**config.mk**
```make
export PLATFORM = sky130hd
export DESIGN_NAME = stream_fifo
export DESIGN_NICKNAME = d
export VERILOG_FILES = /design/src/rtl/fifo_pkg.sv /design/src/rtl/fifo_ram.sv /design/src/rtl/stream_fifo.sv
export SDC_FILE = /design/constraint.sdc
export NUM_CORES = 2
export LEC_CHECK = 0
export CORE_MARGIN = 1.5
export CORE_UTILIZATION = 25
export DETAILED_ROUTE_END_ITERATION = 8
export MAX_ROUTING_LAYER = met4
export PLACE_DENSITY = 0.35
export SLEW_MARGIN = 30
export SYNTH_ARGS = -nofsm -noshare
export SYNTH_HDL_FRONTEND = slang
export SYNTH_SLANG_ARGS = --single-unit
```
**constraint.sdc**
```tcl
create_clock -name clk -period 7.4 [get_ports clk]
set_clock_uncertainty 0.05 [all_clocks]
set_input_delay 1.11 -clock clk [delete_from_list [all_inputs] [get_ports clk]]
set_output_delay 1.11 -clock clk [all_outputs]
set_load 0.005 [all_outputs]
```
**src/rtl/fifo_pkg.sv**
```systemverilog
// Shared helpers for the FIFO family: sizing of occupancy counters and pointers.
package fifo_pkg;

    // A FIFO of 2^depth entries needs depth+1 bits to represent 0..2^depth.
    function automatic int occ_width(input int depth);
        return depth + 1;
    endfunction

endpackage

```
**src/rtl/fifo_ram.sv**
```systemverilog
// Simple dual-port storage: independent write port, registered read with read-enable.
module fifo_ram #(
    parameter int WIDTH = 8,
    parameter int DEPTH = 8
) (
    input  logic             clk,
    input  logic             i_we,
    input  logic [DEPTH-1:0] i_waddr,
    input  logic [WIDTH-1:0] i_wdata,
    input  logic             i_re,
    input  logic [DEPTH-1:0] i_raddr,
    output logic [WIDTH-1:0] o_rdata
);

    logic [WIDTH-1:0] r_mem [0:(1<<DEPTH)-1];
    logic [WIDTH-1:0] r_rdata;

    // Contents are never cleared; the read register holds its value when i_re=0.
    always_ff @(posedge clk) begin
        if (i_we) begin
            r_mem[i_waddr] <= i_wdata;
        end
        if (i_re) begin
            r_rdata <= r_mem[i_raddr];
        end
    end

    assign o_rdata = r_rdata;

endmodule

```
**src/rtl/stream_fifo.sv**
```systemverilog
// First-word-fall-through FIFO: sync-read RAM whose read register doubles as the output stage.
module stream_fifo
    import fifo_pkg::*;
#(
    parameter int WIDTH        = 8,
    parameter int DEPTH        = 8,
    parameter int AFULL_LEVEL  = (1 << DEPTH) - 2,
    parameter int AEMPTY_LEVEL = 1
) (
    input  logic             clk,
    input  logic             reset,
    input  logic             wr,
    input  logic [WIDTH-1:0] wdata,
    output logic             not_full,
    output logic [WIDTH-1:0] rdata,
    output logic             rvalid,
    input  logic             rready,
    input  logic             flush,
    output logic [DEPTH:0]   count,
    output logic             almost_full,
    output logic             almost_empty,
    output logic             overflow
);

    localparam int CW = occ_width(DEPTH);
    localparam logic [CW-1:0] CAPACITY = {1'b1, {DEPTH{1'b0}}};

    logic [CW-1:0] r_wrptr;
    logic [CW-1:0] r_rdptr;
    logic [CW-1:0] r_count;
    logic          r_rvalid;
    logic          r_overflow;

    logic w_ram_empty;
    logic w_full;
    logic w_pop;
    logic w_wr_ok;
    logic w_prefetch;

    // Handshake: a write is taken when wr & not_full; the head is taken when
    // rvalid & rready. flush and reset override both in the same cycle.
    assign w_ram_empty = (r_wrptr == r_rdptr);
    assign w_full      = (r_count == CAPACITY);
    assign w_pop       = r_rvalid & rready;
    assign w_wr_ok     = wr & ~w_full & ~flush & ~reset;
    assign w_prefetch  = ~w_ram_empty & (~r_rvalid | w_pop) & ~flush & ~reset;

    fifo_ram #(
        .WIDTH (WIDTH),
        .DEPTH (DEPTH)
    ) u_ram (
        .clk     (clk),
        .i_we    (w_wr_ok),
        .i_waddr (r_wrptr[DEPTH-1:0]),
        .i_wdata (wdata),
        .i_re    (w_prefetch),
        .i_raddr (r_rdptr[DEPTH-1:0]),
        .o_rdata (rdata)
    );

    always_ff @(posedge clk) begin
        if (reset) begin
            r_wrptr    <= '0;
            r_rdptr    <= '0;
            r_count    <= '0;
            r_rvalid   <= 1'b0;
            r_overflow <= 1'b0;
        end else if (flush) begin
            r_wrptr  <= '0;
            r_rdptr  <= '0;
            r_count  <= '0;
            r_rvalid <= 1'b0;
        end else begin
            if (w_wr_ok) begin
                r_wrptr <= r_wrptr + 1'b1;
            end
            if (w_prefetch) begin
                r_rdptr  <= r_rdptr + 1'b1;
                r_rvalid <= 1'b1;
            end else if (w_pop) begin
                r_rvalid <= 1'b0;
            end
            case ({w_wr_ok, w_pop})
                2'b10:   r_count <= r_count + 1'b1;
                2'b01:   r_count <= r_count - 1'b1;
                default: r_count <= r_count;
            endcase
            if (wr & w_full) begin
                r_overflow <= 1'b1;
            end
        end
    end

    assign rvalid       = r_rvalid;
    assign count        = r_count;
    assign not_full     = ~w_full;
    assign almost_full  = (int'(r_count) >= AFULL_LEVEL);
    assign almost_empty = (int'(r_count) <= AEMPTY_LEVEL);
    assign overflow     = r_overflow;

endmodule
```
==> results.toml <==
[outcome]
outcome = "finished, violations left"
violations = "design-rule violations"

[sta]
min_period_ps = 4610
fmax_mhz = 217
setup_viol = 0
tightest_slew_ps = 1100
rsz0062_at_grt = "no"
tns_ps = 0
slew_headroom_pct = 26.4
fin_crit_sh_pct = 62.3
slew_violations = 0
final-hold-violation-count = 0

[worst_setup_path]
critical_path_depth = 8
critPathArrivalTime_ps = 5170
ff2ff_path_depth = 8
slowest_delay_ps = 860
cp_top_family = "compound AO/OA/AOI/OAI gates"
cp-end-kind = "flop"
cp-start-kind = "flop"
rr_startpoint = "r_rdptr[2]"
path_cells = "clkinv_2 > buf_4 > nand2_1 > a21oi_1 > a2111oi_0 > a311oi_1 > a31oi_1 > o311ai_1"
critPathRequiredTime_ps = 7950
slowest_stage = "clkinv_2"
critPathMaxFanout = 27
path_buf_inv = 2
critPathLaunch = "r_rdptr[2]"
critPathKind = "flop to flop"

[placed_design]
io_buffers = 34
dp_hpwl_mm = 175
gp_congestion = 0.782

[final_layout]
seqCellArea_sq_mm = 0.0623
final_common_cell = "edfxtp_1"
final_cell_mix = "edfxtp_1, mux4_2, nor2_1"
drive_above_1_share_pct = 22.2
areaGrowthSynthToFinish_pct = 15.7
multi_input_area_sq_mm = 0.0178
n_fill_cell = 31700
nets = 4147

[grt]
met3_usage_pct = 2.34
grt_max_degree = 120
busiest_layer = "met2"
track_usage_pct = 17.8
antenna_found_initial = 23
gr-total-overflow = 0
grt_pass1_vias = 42300
grtUsageMet2_pct = 28.1
met1_usage_pct = 24.8
grt_pass1_wl_mm = 391

[routing]
postRouteWirelength_mm = 289
via_per_inst = 4.72
ant_nets = 0
vias = 40800
drc_errors = 2
dr.pass1.iters = 7
wl_per_cell_microns = 33.4
drt_iter0_markers = 4240

[logic_synthesis]
seq_area_frac_synth_pct = 76.5
synth_cells = 3984
synth_flop_cell = "edfxtp_1"
syn-num-nets = 4008
yosysUniqueCellTypes = 69
syn-cell-area_sq_mm = 0.0815
synthArstFlopShare_pct = 0
syn_avg_cell_area_sq_um = 20.5
synth_seq_cells = 2085
yosysWarnings = 0
synth_edf_count = 2056

[hold_path]
min_from = "overflow"
hold_depth = 2
min_path_type = "flop to flop"

[cts]
clkLatencyLatePin_ps = 890
cts_setup_buffers = 0
cts_htree_levels = 4
root_buffer = "clkbuf_16"
cts_tree = "yes"
cts_buffer_depth = 4
cts.sinks = 2085
cts_resized = 0
ctsHoldBuffers = 0
clkTransAtPathRegs_ps = 60
cts_buffers = 237

[job]
cap_violations = 0

[die]
core-area_sq_mm = 0.324
rows = 209
die_y_microns = 574
pin_count = 35
dieArea_sq_mm = 0.329
die_w_microns = 574
initial_core_util_pct = 25.1

[pwr]
power_density_mw_per_mm2 = 264
power_w = 0.0249
ir_drop_mv = 0.179
p_leak_nw = 27.4
[report_power, final]
part / switching (W) / internal (W)
Combinational: 0.000508 / 0.000239
Sequential: 0.0000128 / 0.0130
Clock: 0.00482 / 0.00637
Total: 0.00534 / 0.0196
[cell families after synthesis]
family	Yosys count	share of synthesized area, %
compound gates	418	3.62
buf+inv	254	1.94
fa+ha+maj	11	0.169
xor+xnor	32	0.344
flops	2085	76.5
mux	638	14.6
simple gates	546	2.85
[cell usage after synthesis (all sizes together) (5+ instances only)]
cell,count,share of area [%]
o311ai,5,0.054
a22o,9,0.097
inv,9,0.041
mux2i,186,2.3
nor3,17,0.11
a32oi,5,0.054
a22oi,93,0.86
nand4,6,0.046
xnor2,12,0.13
mux2,13,0.18
clkbuf,86,0.40
a211oi,25,0.23
o21ai,37,0.23
edfxtp,2056,76
o22ai,35,0.27
mux4,439,12
nand2b,12,0.092
a221oi,40,0.47
nor2b,15,0.12
and2,9,0.069
or3,5,0.038
nor4,12,0.092
a21oi,94,0.58
nand2,91,0.42
ha,11,0.17
xor2,20,0.21
nor2,330,1.5
o211ai,12,0.11
buf,157,1.5
dfxtp,29,0.71
a31oi,9,0.077
a311oi,6,0.064
a2111oi,7,0.075
o221ai,15,0.16
nand3,35,0.22
[flip-flops by register name, summed over array words and instances (netlist names)]
signal and flops:
rvalid 1, overflow 1, count 9, r_wrptr 9, u_ram.r_mem 2048, r_rdptr 9
u_ram.o_rdata 8
[per-layer routing]
metal	share of wire [%]	vias up
met5	0	-
met2	48	1232
li1	-	16800
met3	5.1	282
met4	1.7	0
met1	46	22400
[worst min-delay path, stage by stage (launching register included)]
cell and delay, ps:
dfxtp_1 310, inv_1 50, o22ai_1 70
[through the flow]
step	hold slack, ps	std cells	area [sq um]	utilization [%]	setup slack (ps)
finish	428	8638	94300	29.1	2790
global route	449	8632	94300	29.1	2740
CTS	438	8624	94300	29.1	2890
detailed placement	428	8208	87100	26.8	2180
global placement	426	8207	87000	26.8	2260
floorplan	415	3984	81500	-	4260
[area by class of cell]
| class | instances | share of cell area, % |
|---|---|---|
| Sequential cell | 2085 | 66.1 |
| Multi-Input combinational cell | 1645 | 18.9 |
| Clock buffer | 277 | 6.49 |
| Tap cell | 4325 | 5.74 |
| Timing Repair Buffer | 143 | 1.56 |
| Clock inverter | 139 | 1.13 |
| Inverter | 11 | 0.0451 |
| Antenna cell | 13 | 0.0345 |
[path summary, 6_finish.rpt]
check,slack (ps),to
worst max register to register,2790,u_ram.o_rdata[0]
worst min register to register,430,overflow
worst max-delay path,2790,u_ram.o_rdata[0]
worst min-delay path,430,overflow
Note: power is estimated with default switching activity, not from simulation.
